### config.mk
export PLATFORM = sky130hd
export DESIGN_NAME = apb_irq_status_regs
export DESIGN_NICKNAME = d
export VERILOG_FILES = /design/src/rtl/apb_irq_status_regs.sv
export SDC_FILE = /design/constraint.sdc
export NUM_CORES = 1
export LEC_CHECK = 0
export ABC_CLOCK_PERIOD_IN_PS = 4260
export CAP_MARGIN = 20
export CORE_MARGIN = 1.5
export CORE_UTILIZATION = 35
export CTS_BUF_LIST = sky130_fd_sc_hd__clkbuf_8
export CTS_CLUSTER_SIZE = 24
export DETAILED_ROUTE_END_ITERATION = 10
export SLEW_MARGIN = 0
export SYNTH_ARGS = -nofsm -noshare
export SYNTH_HDL_FRONTEND = slang
export SYNTH_SLANG_ARGS = --single-unit
### constraint.sdc
create_clock -name RegClk -period 4.26 [get_ports RegClk]
set_clock_uncertainty 0.05 [all_clocks]
set_input_delay 0.852 -clock RegClk [delete_from_list [all_inputs] [get_ports RegClk]]
set_output_delay 0.852 -clock RegClk [all_outputs]
set_load 0.01 [all_outputs]
### src/rtl/apb_irq_status_regs.sv
// APB interrupt status block: NUM_CH synchronised event inputs captured into W1C STATUS bits,
// with enable mask, registered irq and a saturating event counter. Define IRQ_STATUS_SET_EN to map SET (0x14).
module apb_irq_status_regs #(
    parameter int unsigned       ADDR_WIDTH   = 8,
    parameter int unsigned       NUM_CH       = 8,
    parameter logic [NUM_CH-1:0] EDGE_MASK    = {NUM_CH{1'b1}},
    parameter logic [NUM_CH-1:0] ENABLE_RESET = '0,
    parameter int unsigned       CNT_WIDTH    = 16
) (
    input  logic                  RegClk,
    input  logic                  RegReset,
    input  logic [NUM_CH-1:0]     evt_in,
    output logic                  irq,
    input  logic                  PSEL,
    input  logic                  PENABLE,
    input  logic                  PWRITE,
    input  logic [ADDR_WIDTH-1:0] PADDR,
    input  logic [31:0]           PWDATA,
    output logic [31:0]           PRDATA,
    output logic                  PREADY,
    output logic                  PSLVERR
);

    localparam int unsigned DATA_W   = 32;
    localparam logic [2:0]  A_STATUS = 3'd0;
    localparam logic [2:0]  A_ENABLE = 3'd1;
    localparam logic [2:0]  A_PEND   = 3'd2;
    localparam logic [2:0]  A_RAW    = 3'd3;
    localparam logic [2:0]  A_COUNT  = 3'd4;
`ifdef IRQ_STATUS_SET_EN
    localparam logic [2:0]  A_SET    = 3'd5;
`endif

    logic [NUM_CH-1:0]    s1, s2, s3;
    logic [NUM_CH-1:0]    status, enable;
    logic [NUM_CH-1:0]    cap, clr, set_bits, status_next, wdata_ch;
    logic [CNT_WIDTH-1:0] count;
    logic [2:0]           idx;
    logic                 access, wr, mapped, new_assert, cnt_clr;
    logic                 unused_bits;

    assign access   = PSEL & PENABLE;
    assign idx      = PADDR[4:2];
    assign wr       = access & PWRITE & mapped;
    assign wdata_ch = PWDATA[NUM_CH-1:0];
    assign PREADY   = 1'b1;
    assign PSLVERR  = access & ~mapped;
    // Address bits outside [4:2] and data bits above NUM_CH are intentionally ignored.
    assign unused_bits = ^{PADDR, PWDATA};

    // Address decode
    always_comb begin
        mapped = 1'b0;
        case (idx)
            A_STATUS, A_ENABLE, A_PEND, A_RAW, A_COUNT: mapped = 1'b1;
`ifdef IRQ_STATUS_SET_EN
            A_SET:                                      mapped = 1'b1;
`endif
            default:                                    mapped = 1'b0;
        endcase
    end

    // Edge channels capture the s2 rising edge; level channels capture s2 directly.
    assign cap = (s2 & ~s3 & EDGE_MASK) | (s2 & ~EDGE_MASK);
    assign clr = (wr && idx == A_STATUS) ? wdata_ch : '0;
`ifdef IRQ_STATUS_SET_EN
    assign set_bits = (wr && idx == A_SET) ? wdata_ch : '0;
`else
    assign set_bits = '0;
`endif

    // Capture and set both win over a same-cycle clear.
    assign status_next = cap | set_bits | (status & ~clr);
    assign new_assert  = |((cap | set_bits) & ~status);
    assign cnt_clr     = wr && idx == A_COUNT;

    // Synchroniser and history flops
    always_ff @(posedge RegClk or posedge RegReset) begin
        if (RegReset) begin
            s1 <= '0;
            s2 <= '0;
            s3 <= '0;
        end else begin
            s1 <= evt_in;
            s2 <= s1;
            s3 <= s2;
        end
    end

    // Status, enable, counter and interrupt registers
    always_ff @(posedge RegClk or posedge RegReset) begin
        if (RegReset) begin
            status <= '0;
            enable <= ENABLE_RESET;
            count  <= '0;
            irq    <= 1'b0;
        end else begin
            status <= status_next;
            irq    <= |(status & enable);
            if (wr && idx == A_ENABLE) begin
                enable <= wdata_ch;
            end
            if (cnt_clr) begin
                count <= new_assert ? CNT_WIDTH'(1) : '0;
            end else if (new_assert && count != '1) begin
                count <= count + CNT_WIDTH'(1);
            end
        end
    end

    // Read mux, combinational from PADDR
    always_comb begin
        PRDATA = '0;
        case (idx)
            A_STATUS: PRDATA = DATA_W'(status);
            A_ENABLE: PRDATA = DATA_W'(enable);
            A_PEND:   PRDATA = DATA_W'(status & enable);
            A_RAW:    PRDATA = DATA_W'(s2);
            A_COUNT:  PRDATA = DATA_W'(count);
            default:  PRDATA = '0;
        endcase
    end

endmodule
## Word-level counts from Yosys, hierarchy flattened

Cells that the tools add are included.

| word-level totals | value |
|---|---|
| register bits | 57 |
| bits of input ports | 53 |
| output and inout port bits | 35 |
| logic and storage cells | 42 |

| operators by class | value |
|---|---|
| add/sub/neg operators | 1 |
| equal/unequal tests | 5 |
| mux-type cells | 6 |
| bitwise logic cells | 14 |
| reduce and logical (&&, ||, !) cells | 9 |

Operators by type and width:

| cell | number |
|---|---|
| one-hot mux 16 bit (5 select lines) | 1 |
| AND 8 bit | 5 |
| two-way mux 16 bit | 2 |
| inverter 8 bit | 3 |
| adder 16 x 1 -> 16 bit (second input constant) | 1 |
| != test 16 bit (second input constant) | 1 |
| OR reduction 8 bit | 2 |
| two-way mux 8 bit | 1 |
| bitwise OR 8 bit | 1 |
| equality test 3 x 2 -> 1 bit (second input constant) | 2 |
| OR reduction 5 bit | 1 |
| AND 1 bit | 4 |
| logical AND 1 bit | 4 |
| equality test 3 x 1 -> 1 bit (second input constant) | 1 |
| equality test 3 bit (second input constant) | 1 |
| logical NOT 3 bit | 1 |
| two-way mux 1 bit | 2 |
| nonzero test 2 bit | 1 |
| inverter 1 bit | 1 |

## Logic depth before layout (Yosys ltp)

Gate-level depths: netlist of run 1.

| logic depth | value |
|---|---|
| word-level depth | 9 |
| mapped depth | 7 |
| mapped depth without buffers | 6 |

## Least setup slack after synthesis of run 1

Ideal clock, no wire load.

| path | value |
|---|---|
| path kind | input -> output |
| start | in PADDR[2] |
| end | out PRDATA[7] |
| arrival time | 1.926 ns |
| data required time | 3.358 ns |
| slack | 1.432 ns |
| stages on the path | 4 |
| buffers on the path | 2 |
| cells stage by stage | clkbuf_1 clkbuf_1 o221ai_1 o21ai_0 |

| between the ends | value |
|---|---|
| word-level cells in the longest chain between the ends | 2 |
| elaborated cells on any way between the ends | 6 |
| classes of those cells | eq/ne (4); mux (1); reduce/logical (1) |

RTL lines:

| element | RTL line | source |
|---|---|---|
| from (decl) | 17 | `input logic [ADDR_WIDTH-1:0] PADDR,` |
| equality test 3 bit (tied with other cells) | 114 | `case (idx)` |
| one-hot mux 16 bit (5 select lines) (*) | 114 |  |
| to (decl) | 19 | `output logic [31:0] PRDATA,` |

Every way passes the cells marked *; elsewhere a longest branch is shown, timed or not.

## Worst setup path after layout of run 1

| path | value |
|---|---|
| start | in PADDR[4] |
| end | out PRDATA[4] |

Same word-level chain as after synthesis.

==> results of run 1 <==
## sequential cells by signal, summed over array words and instances, names as in the netlist
signal / flops
irq: 1
count: 16
s2: 8
enable: 8
status: 8
s3: 8
s1: 8
## stage by stage
stage	cell area [sq um]	utilization	cells	hold slack, ns	total power, mW
5_1_grt	3500	0.451	429	0.309	1.47
4_1_cts	3500	0.451	429	0.303	1.41
3_5_place_dp	3310	0.426	413	0.287	0.910
6_report	3500	0.451	429	0.300	1.40
2_1_floorplan	2880	-	289	0.281	0.816
3_3_place_gp	3300	0.425	412	0.283	0.902
## where the power goes
group	internal [mW]	switching (mW)	leakage (nW)
logic	0.114	0.104	0.671
clock network	0.281	0.213	0.0995
registers	0.604	0.0788	0.662
total	1.00	0.396	1.43
## worst max-delay path, cell delays in order
cell,delay (ns)
clkdlybuf4s50_1,0.50
inv_2,0.11
nor2_1,0.40
a32oi_1,0.12
o22ai_1,0.23
clkdlybuf4s50_1,0.58
## per-layer routing
metal  global-route usage  wire length [microns]  vias to the layer above
met5                    0                      0                        -
met4               0.0682                     89                        0
met3               0.0361                    272                        7
met2                0.248                   3170                       68
met1                0.213                   3010                     1106
li1                     -                      -                     1075
## synthesized netlist by cell type, types with 6 or more instances
cell type / count
nand4_1: 7
and2_1: 9
o22ai_1: 6
a21oi_1: 12
mux2i_1: 7
a32oi_1: 6
nor2_1: 7
clkbuf_1: 6
or4_1: 8
nand2_1: 32
o21ai_0: 9
buf_4: 17
nand3_1: 12
mux2_1: 8
nand2b_1: 10
dfrtp_1: 57
## kinds of logic after synthesis
group	share of synthesized area
and+or+nand+nor	0.218
AOI/OAI and AO/OA	0.140
DFF	0.504
buffers and inverters	0.0704
muxes	0.0566
other	0.00266
adders and majority gates	0.00442
xor gates and xnor gates	0.00310
## worst max path at each step
| stage | from | end | slack [ns] |
|---|---|---|---|
| 2_1_floorplan | PADDR[2] | PRDATA[7] | 1.43 |
| 3_3_place_gp | PADDR[4] | PRDATA[6] | 0.55 |
| 3_5_place_dp | PADDR[4] | PRDATA[2] | 0.60 |
| 4_1_cts | PADDR[4] | PRDATA[4] | 0.59 |
| 5_1_grt | PADDR[4] | PRDATA[0] | 0.44 |
| 6_report | PADDR[4] | PRDATA[4] | 0.56 |
## layout make-up
class	instances	area [sq um]	share of cell area
Sequential cell	57	1430	0.407
Multi-Input combinational cell	199	1260	0.359
Timing Repair Buffer	49	470	0.134
Clock buffer	10	138	0.0393
Tap cell	102	128	0.0364
Clock inverter	6	58.8	0.0168
Inverter	6	22.5	0.00643
==> results.json, run 1 <==
{
  "n_antenna_cell": 0,
  "synth_cells": 274,
  "path_max_fanout": 10,
  "place.gp.congestion": 0.787,
  "area_growth_pct": 23.8,
  "synth_largest_area_cell": "dfrtp_1",
  "synth_top_area_frac": 0.504,
  "routed_wl_microns": 6540,
  "yosysWarnings": 0,
  "reg2reg_slack_ns": 2.11,
  "min_from": "s1[5]",
  "rows": 32,
  "cts_max_path_buffers": 2,
  "cts_buffers": 9,
  "grt_max_degree": 32,
  "start_util": 0.364,
  "cp-end-kind": "output port",
  "post-place-ws_ns": 0.597,
  "synth-edff-count": 0,
  "hp-class": "flip-flop to flip-flop",
  "track_usage": 0.160,
  "cellLeakagePower_nw": 1.43,
  "port-buffer-count": 41,
  "layout_commonest_cell": "dfrtp_1",
  "cts-resized-gates": 0,
  "holdPathEnd": "s2[5]",
  "rsz0062_at_grt": "false",
  "coreArea_sq_um": 7770,
  "status": "complete, no violations",
  "reg2reg_to": "count[2]",
  "setup_ws_ns": 0.563,
  "fmax_mhz": 270,
  "required_ns": 3.36,
  "setup-violations-final": 0,
  "hpwl_microns": 4610,
  "ir_drop_mv": 0.235,
  "wl_per_cell_microns": 15.2,
  "worstReg2RegStart": "count[0]",
  "slew_headroom": 0.398,
  "fillCellCount": 755,
  "dr_total_vias": 2256,
  "root_buffer": "clkbuf_8",
  "clkSlewWorstSetupHoldPaths_ns": 0.07,
  "io_pins": 88,
  "reg2reg_depth": 6,
  "synth.distinct_cells": 51,
  "crit_path_start_kind": "input port",
  "power_density_nw_per_um2": 399,
  "cts_setup_buffers": 0,
  "die_area_sq_um": 8630,
  "maxCapViolCount": 0,
  "synthArstFlopShare": 1.00,
  "ys_ff_latch": 57,
  "dr.pass1.iters": 4,
  "hold_viol": 0,
  "drive_gt1_frac": 0.0948,
  "grt_pass1_wl_microns": 10600,
  "cts_tree": "yes",
  "first_global_vias": 2137,
  "die_w_microns": 92.9,
  "antenna_found_initial": 0,
  "min_period_over_period": 0.868,
  "most-common-layout-cells": "dfrtp_1 (57), clkdlybuf4s50_1 (41), nand2_1 (32)",
  "die_y_microns": 92.9,
  "whs_path_depth": 0,
  "worstSkewPairLatency_ns": 0.34,
  "cp.arrival_ns": 2.79,
  "syn-cell-area_sq_um": 2830,
  "hold_buffers": 0,
  "criticalPathCategory": "input port to output port",
  "viasPerCell": 5.26,
  "synth-seq-area-share": 0.504,
  "period_needed_ns": 3.70,
  "ant_nets": 0,
  "final_max_slew_viol_count": 0,
  "htreeDepth": 3,
  "worstMarginPinSlew_ns": 0.896,
  "nets": 376,
  "drc": 0,
  "gr-total-overflow": 0,
  "cts.sinks": 57,
  "tns_ns": 0,
  "ys_dominant_reg_cell": "dfrtp_1",
  "synth_area_leaders": "dfrtp_1 (50%), buf_4 (4.5%), nand2_1 (4.2%)",
  "first_iter_violations": 118,
  "syn_avg_cell_area_sq_um": 10.3
}
Power figures use the tool's default switching activity.
==> inputs of run 2 (changes only) <==
--- a/config.mk
+++ b/config.mk
@@ -5,13 +5,14 @@
 export SDC_FILE = /design/constraint.sdc
 export NUM_CORES = 1
 export LEC_CHECK = 0
-export ABC_CLOCK_PERIOD_IN_PS = 4260
+export ABC_CLOCK_PERIOD_IN_PS = 3900
 export CAP_MARGIN = 20
 export CORE_MARGIN = 1.5
 export CORE_UTILIZATION = 35
 export CTS_BUF_LIST = sky130_fd_sc_hd__clkbuf_8
 export CTS_CLUSTER_SIZE = 24
 export DETAILED_ROUTE_END_ITERATION = 10
+export SETUP_SLACK_MARGIN = 0.2
 export SLEW_MARGIN = 0
 export SYNTH_ARGS = -nofsm -noshare
 export SYNTH_HDL_FRONTEND = slang
==> constraint.sdc (replaced) <==
create_clock -name RegClk -period 3.9 [get_ports RegClk]
set_clock_uncertainty 0.05 [all_clocks]
set_input_delay 0.78 -clock RegClk [delete_from_list [all_inputs] [get_ports RegClk]]
set_output_delay 0.78 -clock RegClk [all_outputs]
set_load 0.01 [all_outputs]
==> run 2 against run 1 <==
  * Global-route usage fell by 0.11 points
  * Clock power fell by 2%
  * First-iteration DRC count rose by 44%
  * Highest routed layer unchanged
  * Cell count rose by 0.23%
  * Non-clock buffer count rose by 1
  * Critical path depth did not move
  * Die area did not move
  * Worst setup slack got worse by 0.17 ns
  * Worst hold slack barely moved
  * Combinational power rose by 9.2%
  * Sequential share of layout area rose by 0.12 points
==> results.json, run 2 (synthesis results as in run 1) <==
{
  "drc": 0,
  "maxCapViolCount": 0,
  "grt_pass1_wl_microns": 10600,
  "start_util": 0.364,
  "regMostFlops": "count",
  "die_y_microns": 92.9,
  "setup_ws_ns": 0.390,
  "path_cells": "clkdlybuf4s50_1 > buf_4 > xnor2_1 > nor2_1 > o21ai_0 > clkdlybuf4s50_1",
  "setup-violations-final": 0,
  "drive_gt1_frac": 0.101,
  "hp-class": "flip-flop to flip-flop",
  "worstMarginPinSlew_ns": 0.711,
  "worstSkewPairLatency_ns": 0.34,
  "routed_wl_microns": 6310,
  "cp.arrival_ns": 2.68,
  "io_pins": 88,
  "antenna_found_initial": 0,
  "swShare": 0.306,
  "track_usage": 0.159,
  "die_area_sq_um": 8630,
  "clkSlewWorstSetupHoldPaths_ns": 0.07,
  "ant_nets": 0,
  "cpMaxStageDelayCell": "clkdlybuf4s50_1",
  "htreeDepth": 3,
  "status": "complete, no violations",
  "power.switching_uw": 449,
  "p_int_mw": 1.02,
  "root_buffer": "clkbuf_8",
  "viasPerCell": 5.21,
  "tns_ns": 0,
  "largest_reg_flops": 16,
  "coreArea_sq_um": 7770,
  "hpwl_microns": 4580,
  "whs_path_depth": 0,
  "dr_total_vias": 2240,
  "first_global_vias": 2184,
  "fillCellCount": 754,
  "gr-total-overflow": 0,
  "crit_top_cell": "clkdlybuf4s50_1",
  "cts_max_path_buffers": 2,
  "cts.sinks": 57,
  "period_needed_ns": 3.51,
  "required_ns": 3.07,
  "cp-end-kind": "output port",
  "path_buf_inv": 3,
  "ir_drop_mv": 0.226,
  "power_frac_clock": 0.332,
  "most-common-layout-cells": "dfrtp_1 (57), clkdlybuf4s50_1 (41), nand2_1 (32)",
  "hold_buffers": 0,
  "first_iter_violations": 170,
  "path_max_fanout": 17,
  "grt_max_degree": 41,
  "criticalPathCategory": "input port to output port",
  "cts_buffers": 9,
  "power_density_nw_per_um2": 420,
  "place.gp.congestion": 0.795,
  "n_antenna_cell": 0,
  "die_w_microns": 92.9,
  "wl_per_cell_microns": 14.7,
  "cts_setup_buffers": 0,
  "rsz0062_at_grt": "false",
  "nets": 377,
  "power_frac_seq": 0.506,
  "port-buffer-count": 41,
  "crit_path_start_kind": "input port",
  "final_max_slew_viol_count": 0,
  "seq_area_sq_um": 1430,
  "reg2reg_depth": 6,
  "area_growth_pct": 23.5,
  "rows": 32,
  "post-place-ws_ns": 0.389,
  "slew_headroom": 0.524,
  "cts-resized-gates": 0,
  "cp_top_family": "buffers and inverters",
  "p_comb_frac": 0.163,
  "cellLeakagePower_nw": 1.42,
  "cp.depth": 6,
  "layout_commonest_cell": "dfrtp_1",
  "cts_tree": "yes",
  "hold_viol": 0,
  "min_period_over_period": 0.900,
  "dr.pass1.iters": 4,
  "multiInputGateArea_sq_um": 1260,
  "crit_path_max_incr_delay_ns": 0.63,
  "fmax_mhz": 285
}
run 2: cell types whose count changed in the layout (fill, tap and decap cells not counted), sizes merged:
cell,change
clkinv,+2
buf,+1
bufinv,-1
clkbuf,-1
run 2: worst paths after layout:
check,slack [ns],end,from
max,0.39,PRDATA[7],PADDR[3]
min,0.30,s2[6],s1[6]
max reg2reg,1.88,count[7],count[0]
min reg2reg,0.30,s2[6],s1[6]
max in group asynchronous,2.28,count[4],RegReset
min in group asynchronous,0.68,s1[6],RegReset
run 2: final cells by class:
| type | instances | area share |
|---|---|---|
| Sequential cell | 57 | 0.408 |
| Timing Repair Buffer | 50 | 0.137 |
| Tap cell | 102 | 0.0365 |
| Clock inverter | 7 | 0.0158 |
| Multi-Input combinational cell | 199 | 0.360 |
| Clock buffer | 9 | 0.0355 |
| Inverter | 6 | 0.00645 |
run 2: per-layer routing:
metal  vias up  global-route usage  routed length (microns)
met5         -                   0                        0
met4         0              0.0530                       32
met3         4              0.0435                      304
met2        61               0.246                     3060
met1      1101               0.213                     2910
li1       1074                   -                        -
run 2: power groups by stage:
| stage | registers [mW] | clock network (mW) | logic (mW) |
|---|---|---|---|
| floorplan | 0.724 | 0 | 0.167 |
| global placement | 0.751 | 0 | 0.235 |
| detailed placement | 0.753 | 0 | 0.240 |
| CTS | 0.742 | 0.506 | 0.241 |
| global route | 0.756 | 0.531 | 0.270 |
| finish | 0.742 | 0.486 | 0.238 |
run 2: per-stage QoR:
stage | hold slack, ns | std cells | utilization | power (mW) | area (sq um)
CTS | 0.303 | 430 | 0.450 | 1.49 | 3490
global placement | 0.282 | 414 | 0.427 | 0.985 | 3310
global route | 0.306 | 430 | 0.450 | 1.56 | 3490
floorplan | 0.281 | 289 | - | 0.891 | 2880
detailed placement | 0.286 | 414 | 0.427 | 0.993 | 3310
finish | 0.300 | 430 | 0.450 | 1.47 | 3490
==> inputs of run 3 (changes only) <==
--- a/config.mk
+++ b/config.mk
@@ -10,7 +10,7 @@
 export CORE_MARGIN = 1.5
 export CORE_UTILIZATION = 35
 export CTS_BUF_LIST = sky130_fd_sc_hd__clkbuf_8
-export CTS_CLUSTER_SIZE = 24
+export CTS_CLUSTER_DIAMETER = 40
 export DETAILED_ROUTE_END_ITERATION = 10
 export SETUP_SLACK_MARGIN = 0.2
 export SLEW_MARGIN = 0
==> results of run 3 <==
The final DEF is identical to that of run 2; final timing and power are the same.
